==> config.mk <==
export PLATFORM = sky130hd
export DESIGN_NAME = bus_arbiter
export DESIGN_NICKNAME = d
export VERILOG_FILES = /design/src/rtl/bus_pkg.sv /design/src/rtl/bus_arbiter_req_slot.sv /design/src/rtl/bus_arbiter.sv
export SDC_FILE = /design/constraint.sdc
export NUM_CORES = 1
export LEC_CHECK = 0
export BUFFER_PORTS_ARGS = -buffer_cell sky130_fd_sc_hd__buf_2
export CORE_UTILIZATION = 39
export CTS_BUF_LIST = sky130_fd_sc_hd__clkbuf_8
export CTS_CLUSTER_SIZE = 16
export DETAILED_ROUTE_END_ITERATION = 10
export GPL_TIMING_DRIVEN = 0
export SYNTH_ARGS = -nofsm -noshare
export SYNTH_HDL_FRONTEND = slang
export SYNTH_SLANG_ARGS = --single-unit
==> constraint.sdc <==
create_clock -name clk -period 4.78 [get_ports clk]
set_clock_uncertainty 0.1 [all_clocks]
set_input_delay 0.956 -clock clk [delete_from_list [all_inputs] [get_ports clk]]
set_output_delay 0.956 -clock clk [all_outputs]
set_load 0.02 [all_outputs]
==> src/rtl/bus_pkg.sv <==
// Shared types for the register-bus arbiter.
//   BUS_ADDR_W / BUS_DATA_W : default bus widths
//   bus_req_t               : one buffered request {addr, wdata, rw}
//   arb_state_t             : arbiter FSM states
package bus_pkg;
  localparam int BUS_ADDR_W = 16;
  localparam int BUS_DATA_W = 16;

  typedef struct packed {
    logic [BUS_ADDR_W-1:0] addr;
    logic [BUS_DATA_W-1:0] wdata;
    logic                  rw;
  } bus_req_t;

  typedef enum logic [1:0] {IDLE, ISSUE, WAIT} arb_state_t;
endpackage

==> src/rtl/bus_arbiter_req_slot.sv <==
// One-deep holding register for a single requester.
//   clk, rst  : clock, synchronous active-high reset
//   valid/req : one-cycle request strobe and its payload
//   clr       : arbiter is retiring the held request this cycle
//   full/held : slot occupancy and held payload
//   overflow  : one-cycle pulse, a request arrived while the slot was busy
module req_slot
  import bus_pkg::*;
(
  input  logic     clk,
  input  logic     rst,
  input  logic     valid,
  input  bus_req_t req,
  input  logic     clr,
  output logic     full,
  output bus_req_t held,
  output logic     overflow
);

  // A slot being retired this cycle can accept the next request directly.
  logic load;
  assign load = valid && (!full || clr);

  always_ff @(posedge clk) begin
    if (rst) begin
      full     <= 1'b0;
      held     <= '0;
      overflow <= 1'b0;
    end else begin
      overflow <= valid && full && !clr;
      if (load) begin
        held <= req;
        full <= 1'b1;
      end else if (clr) begin
        full <= 1'b0;
      end
    end
  end

endmodule

==> src/rtl/bus_arbiter.sv <==
// Two-requester round-robin arbiter for the register bus. Each requester's
// pulse is buffered in a one-deep slot; one transaction at a time is issued
// into the core chain and the chain's return (or a timeout) is routed back
// to the owner.
//   clk, rst                            : clock, synchronous active-high reset
//   addr/wdata/rw/valid{0,1}_i          : request from requester n
//   rdata/rw/valid{0,1}_o               : response to requester n
//   overflow{0,1}_o                     : request dropped, slot full
//   addr_o/wdata_o/rw_o/valid_o         : request into the chain
//   rdata_i/rw_i/valid_i                : response from the end of the chain
//   timeout_o                           : transaction aborted, no response
module bus_arbiter
  import bus_pkg::*;
#(
  parameter int ADDR_W  = BUS_ADDR_W,
  parameter int DATA_W  = BUS_DATA_W,
  parameter int TIMEOUT = 64
) (
  input  logic              clk,
  input  logic              rst,
  input  logic [ADDR_W-1:0] addr0_i,
  input  logic [DATA_W-1:0] wdata0_i,
  input  logic              rw0_i,
  input  logic              valid0_i,
  input  logic [ADDR_W-1:0] addr1_i,
  input  logic [DATA_W-1:0] wdata1_i,
  input  logic              rw1_i,
  input  logic              valid1_i,
  output logic [DATA_W-1:0] rdata0_o,
  output logic              rw0_o,
  output logic              valid0_o,
  output logic [DATA_W-1:0] rdata1_o,
  output logic              rw1_o,
  output logic              valid1_o,
  output logic              overflow0_o,
  output logic              overflow1_o,
  output logic [ADDR_W-1:0] addr_o,
  output logic [DATA_W-1:0] wdata_o,
  output logic              rw_o,
  output logic              valid_o,
  input  logic [DATA_W-1:0] rdata_i,
  input  logic              rw_i,
  input  logic              valid_i,
  output logic              timeout_o
);

  localparam int CW = $clog2(TIMEOUT) + 1;
  localparam logic [CW-1:0] CNT_MAX = CW'(TIMEOUT - 1);

  arb_state_t    state_q, state_d;
  logic          gnt_q;     // owner of the outstanding transaction
  logic          rr_q;      // requester favoured when both slots are full
  logic [CW-1:0] cnt_q;

  bus_req_t req0, req1, held0, held1, gnt_req, own_req;
  logic     full0, full1, clr0, clr1;
  logic     issue_go, gnt_sel, rsp_ok, tmo, done;

  assign req0 = '{addr: addr0_i, wdata: wdata0_i, rw: rw0_i};
  assign req1 = '{addr: addr1_i, wdata: wdata1_i, rw: rw1_i};

  req_slot u_slot0 (.clk(clk), .rst(rst), .valid(valid0_i), .req(req0), .clr(clr0),
                    .full(full0), .held(held0), .overflow(overflow0_o));
  req_slot u_slot1 (.clk(clk), .rst(rst), .valid(valid1_i), .req(req1), .clr(clr1),
                    .full(full1), .held(held1), .overflow(overflow1_o));

  // State register
  always_ff @(posedge clk) begin
    if (rst) state_q <= IDLE;
    else     state_q <= state_d;
  end

  // Next state
  always_comb begin
    state_d = state_q;
    unique case (state_q)
      IDLE:    if (full0 || full1) state_d = ISSUE;
      ISSUE:   state_d = WAIT;
      WAIT:    if (valid_i || cnt_q == CNT_MAX) state_d = IDLE;
      default: state_d = IDLE;
    endcase
  end

  // FSM control outputs
  always_comb begin
    issue_go = (state_q == IDLE) && (full0 || full1);
    gnt_sel  = (full0 && full1) ? rr_q : full1;
    rsp_ok   = (state_q == WAIT) && valid_i;
    tmo      = (state_q == WAIT) && !valid_i && (cnt_q == CNT_MAX);
    done     = rsp_ok || tmo;
    clr0     = done && !gnt_q;
    clr1     = done && gnt_q;
  end

  assign gnt_req = gnt_sel ? held1 : held0;
  assign own_req = gnt_q ? held1 : held0;

  // Grant bookkeeping and timeout counter; the counter only runs in WAIT,
  // so it cannot wrap.
  always_ff @(posedge clk) begin
    if (rst) begin
      gnt_q <= 1'b0;
      rr_q  <= 1'b0;
      cnt_q <= '0;
    end else begin
      if (issue_go) gnt_q <= gnt_sel;
      if (done)     rr_q  <= ~gnt_q;
      cnt_q <= (state_q == WAIT) ? cnt_q + 1'b1 : '0;
    end
  end

  // Registered bus and response outputs; fields are zero when not strobed.
  always_ff @(posedge clk) begin
    if (rst) begin
      valid_o   <= 1'b0;
      addr_o    <= '0;
      wdata_o   <= '0;
      rw_o      <= 1'b0;
      valid0_o  <= 1'b0;
      rdata0_o  <= '0;
      rw0_o     <= 1'b0;
      valid1_o  <= 1'b0;
      rdata1_o  <= '0;
      rw1_o     <= 1'b0;
      timeout_o <= 1'b0;
    end else begin
      valid_o   <= issue_go;
      addr_o    <= issue_go ? gnt_req.addr  : '0;
      wdata_o   <= issue_go ? gnt_req.wdata : '0;
      rw_o      <= issue_go ? gnt_req.rw    : 1'b0;
      valid0_o  <= clr0;
      rdata0_o  <= (rsp_ok && !gnt_q) ? rdata_i : '0;
      rw0_o     <= clr0 ? (rsp_ok ? rw_i : own_req.rw) : 1'b0;
      valid1_o  <= clr1;
      rdata1_o  <= (rsp_ok && gnt_q) ? rdata_i : '0;
      rw1_o     <= clr1 ? (rsp_ok ? rw_i : own_req.rw) : 1'b0;
      timeout_o <= tmo;
    end
  end

endmodule
; ---- Word-level counts from Yosys, hierarchy flattened
; Index checks and enable logic that the tools add are counted.
[classes]
muxes = 11
add_sub_neg = 1
bitwise_logic = 7
n_reduce_logical = 36
n_eq_ne = 5
[ops]
columns = op, n
row1 = $mux 33, 1
row2 = $logic_and 1x1->1, 15
row3 = $reduce_or 2->1, 6
row4 = $add 7x1->7 const B, 1
row5 = $eq 7x6->1 const B, 1
row6 = $mux 1, 7
row7 = $not 1->1, 7
row8 = $logic_not 1->1, 6
row9 = $pmux 2 s3, 1
row10 = $logic_or 1x1->1, 5
row11 = $mux 2, 2
row12 = $reduce_bool 2->1, 2
row13 = $eq 2x1->1 const B, 1
row14 = $eq 2x2->1 const B, 1
row15 = $logic_not 2->1, 1
row16 = $ne 2x1->1 const B, 1
row17 = $ne 2x2->1 const B, 1
row18 = $reduce_and 2->1, 1
[word_totals]
ff_bits = 152
inputBits = 88
out_inout_bits = 73
word_cells = 85

; ---- Depth between registers and ports, before layout
[logic_depth]
word_depth = 8
ltp_mapped = 7
ltp_nobuf = 5

; ---- Cells and area by module
; From an unflattened synthesis, not the netlist that was laid out.
[hier_totals]
cells_unflattened = 593
hier_area_um2 = 6187.2
[by_module_without_submodules]
columns = mod, instances, cells_per_inst, area_each_um2, seq_area_each_um2
row1 = req_slot, 2, 150, 1585.3, 700.7
row2 = bus_arbiter, 1, 293, 3016.6, 1641.6

; ---- Worst setup path before layout
; Ideal clock, no wire load.
[synth_timing]
path_kind = input to register
start = input port rst
end = register addr_o[0]
arrival_time_ns = 2.064
path_slack_ns = 2.483
required_time_ns = 4.548
path_buffers = 3
stages = 6
setup_ns = 0.132
cell_sequence = clkbuf_1 clkbuf_1 nor2_1 nand2_1 clkbuf_1 a21oi_1
[synth_via]
elab_chain_len = 1
[synth_lines]
columns = item, line_no
row1 = from (decl), bus_arbiter.sv:20  ; input logic rst,
row2 = $reduce_or 2->1 (no source line), --
row3 = to (signal assigned), bus_arbiter.sv:128  ; addr_o <= issue_go ? gnt_req.addr : '0;
row4 = to (decl), bus_arbiter.sv:37  ; output logic [ADDR_W-1:0] addr_o,
; No other way between the ends.
; A chain may end at the register's enable or synchronous reset.

; ---- Worst setup path in the final report
[layout_timing]
start = input port valid_i
end = register u_slot1.held[9] in the netlist's numbering
[layout_via]
elab_chain_len = 7
word_cells_on_any_way = 8
classes_between = reduce/logical: 8
[layout_lines]
columns = item, line_no
row1 = from (decl), bus_arbiter.sv:43  ; input logic valid_i,
row2 = $logic_not 1->1, bus_arbiter.sv:89  ; tmo = (state_q == WAIT) && !valid_i && (cnt_q == CNT_MAX);
row3 = $logic_and 1x1->1 (2 in a row), bus_arbiter.sv:89
row4 = $logic_or 1x1->1 *, bus_arbiter.sv:90  ; done = rsp_ok || tmo;
row5 = $logic_and 1x1->1 *, bus_arbiter.sv:92  ; clr1 = done && gnt_q;
row6 = $logic_or 1x1->1 *, bus_arbiter_req_slot.sv:22  ; assign load = valid && (!full || clr);
row7 = $logic_and 1x1->1 *, bus_arbiter_req_slot.sv:22
row8 = to (signal assigned), bus_arbiter_req_slot.sv:32  ; held <= req;
row9 = to (decl), bus_arbiter_req_slot.sv:16  ; output bus_req_t held,
; Mark *: on every way between the ends. The rest lies on a longest branch, timed or not.

==> flow_summary.yaml <==
status:
  status: "complete, no violations"
floorplanning:
  die_w_um: 119
  start_util_pct: 40.2
  die_area_um2: 14200
  rows: 42
  die_y_um: 119
  ios: 161
  fp.coreArea_um2: 13300
drt:
  wl_met2_um: 6340
  drc_errors: 0
  drt-pass1-iter-count: 4
  maxUsedRoutingLayer: "met5"
  vias: 4446
  avgRoutedWirePerCell_um: 15.0
  viasPerCell: 4.94
  postRouteAntennaNets: 0
  drt_first_iter_violations: 275
  wirelength_um: 13500
  wl_met3_um: 906
  m1WireLength_um: 6110
critical_path:
  worstPathRequired_ns: 5.07
  r2r-end: "u_slot1.held[9]"
  worstSetupStartpointType: "input pin"
  timing.rr.start: "cnt_q[0]"
  critPathKind: "in2reg"
  r2r_cells: 6
  worstPathArrival_ns: 2.76
  endpoint_kind: "flip-flop"
  crit_fanout: 10
  r2r_setup_slack_ns: 2.42
global_route:
  grt_pass1_wl_um: 21300
  grt_usage_pct: 19.5
  overflow: 0
  antenna_found_initial: 1
  grt_pass1_vias: 4305
  grt_max_degree: 17
synthesis:
  yosys_most_used_dff: "dfxtp_1"
  synth_top_area_share_pct: 56.8
  synth_cell_types: 42
  yosysWarnings: 0
  synth_area_um2: 5360
  ys_ff_latch: 152
  synth_area_leaders: "dfxtp_1 57%, and2_1 7.8%, a221o_1 6.2%"
  synth_most_common_cell: "dfxtp_1"
  synth_area_leader_cell: "dfxtp_1"
  synth_edf_count: 0
  ys_async_sr_fraction_pct: 0
  postSynthAreaPerCell_um2: 10.1
  synth_top_cells_by_count: "152 x dfxtp_1, 75 x nand2_1, 67 x and2_1, 39 x a21oi_1, 35 x and3_1"
  synthCells: 533
  syn_nets: 622
  ys_seq_area_share_pct: 56.8
timing:
  finalHoldViolCount: 0
  finalSetupViolCount: 0
  whs_ns: 0.354
  worst_slack_ns: 2.31
  drv_slew: 0
  relSlewSlack_pct: 35.0
  final.setup.tns_ns: 0
  tightestPinTransition_ns: 0.966
  max_freq_mhz: 405
  rsz0062_at_grt: "no"
  period_minus_slack_ns: 2.47
  period_share_pct: 51.6
job:
  cap_violations: 0
clocking:
  htree_num_levels: 4
  post_cts_buffers: 0
  path_clk_slew_ns: 0.08
  root_buffer: "clkbuf_8"
  numCtsBuffers: 17
  cts_resized: 0
  insertion_delay_ns: 0.44
  cts_hold_buf: 0
  clock_sinks: 152
  cts_tree: "built"
  clockBufferDepth: 2
placement:
  dp_cells: 867
  dpl.hpwl_um: 10000
  globalplace.congestion: 0.792
  io_buffers: 158
  dp_slack_ns: 1.83
power:
  p_per_area_nw_per_um2: 374
  ir_drop_mv: 0.351
  power.leakage_nw: 3.12
final_layout:
  drive_gt1_share_pct: 28.4
  area_growth_pct: 26.1
  finalNonFillerCells: 900
  nets: 799
min_path:
  min_to: "wdata_o[10]"
  hold_path.class: "reg2reg"
  min_from: "u_slot1.held[11]"
  hold_path_depth: 2
==> metal layers <==
metal / vias up / GRT usage [%]
li1: 2222 / -
met1: 2054 / 23.7
met2: 152 / 31.2
met3: 16 / 6.66
met4: 2 / 8.07
met5: - / 0
==> kinds of logic (layout without fill, tap and decap cells) <==
kind of cell	Yosys count	in the layout	share of synthesized area, %
and+or+nand+nor	210	210	20.9
AOI/OAI and AO/OA	120	120	17.5
other	0	1	0
DFF	152	152	56.8
buffers and inverters	46	236	3.97
muxes	1	1	0.187
xor gates and xnor gates	3	3	0.490
adders and majority gates	1	1	0.233
==> layout by cell type (no fill, tap or decap), types with 3 or more instances in the layout <==
| master | count |
|---|---|
| a21oi_1 | 39 |
| a221o_1 | 33 |
| a22o_1 | 33 |
| a31oi_1 | 3 |
| and2_1 | 67 |
| and3_1 | 35 |
| buf_2 | 159 |
| buf_4 | 6 |
| clkbuf_1 | 27 |
| clkbuf_8 | 18 |
| clkinvlp_4 | 5 |
| dfxtp_1 | 152 |
| inv_1 | 11 |
| nand2_1 | 75 |
| nand2b_1 | 4 |
| nand3_1 | 3 |
| nor2_1 | 12 |
| nor3_1 | 4 |
| o21ai_0 | 3 |
==> registers in the layout, indices dropped and copies added (netlist names), 2 cells and up <==
register,cells
state_q,2
cnt_q,7
addr_o,16
rdata1_o,16
wdata_o,16
u_slot1.held,33
rdata0_o,16
u_slot0.held,33
==> worst max-delay path: stages <==
cell,delay [ns]
clkbuf_2,0.15
inv_1,0.13
o311ai_0,0.15
a31oi_1,0.68
clkbuf_1,0.46
a22o_1,0.22
==> cell type report <==
| class | instances | area (µm²) |
|---|---|---|
| sequential | 152 | 3040 |
| buffer | 38 | 183 |
| multi-input combinational | 335 | 2110 |
| antenna | 1 | 2.50 |
| timing repair buffer | 158 | 791 |
| tap | 176 | 220 |
| fill | 1238 | 6590 |
| clock inverter | 14 | 136 |
| clock buffer | 18 | 248 |
| inverter | 8 | 30.0 |
==> how the worst max path moves through the flow <==
stage	startpoint	endpoint	slack (ns)	cells past startpoint
after floorplan	rst	addr_o[0]	2.48	6
after global placement	rst	addr_o[12]	1.88	6
after detailed placement	valid_i	u_slot1.held[9]	1.83	6
after CTS	valid_i	u_slot1.held[9]	2.30	6
after global routing	rst	addr_o[12]	2.16	6
final	valid_i	u_slot1.held[9]	2.31	6
==> metrics by stage <==
stage	area (µm²)	utilization, %	power [mW]
after global placement	6370	47.7	1.61
after CTS	6760	50.6	2.55
after floorplan	5360	-	1.52
final	6760	50.6	2.52
after global routing	6760	50.6	2.64
after detailed placement	6370	47.7	1.61
==> power by group <==
group          leakage (nW)  switching [mW]  internal, mW
logic                  1.69           0.132        0.0972
clock network         0.190           0.469         0.470
registers              1.24          0.0350          1.32
(Power assumes the default switching activity.)
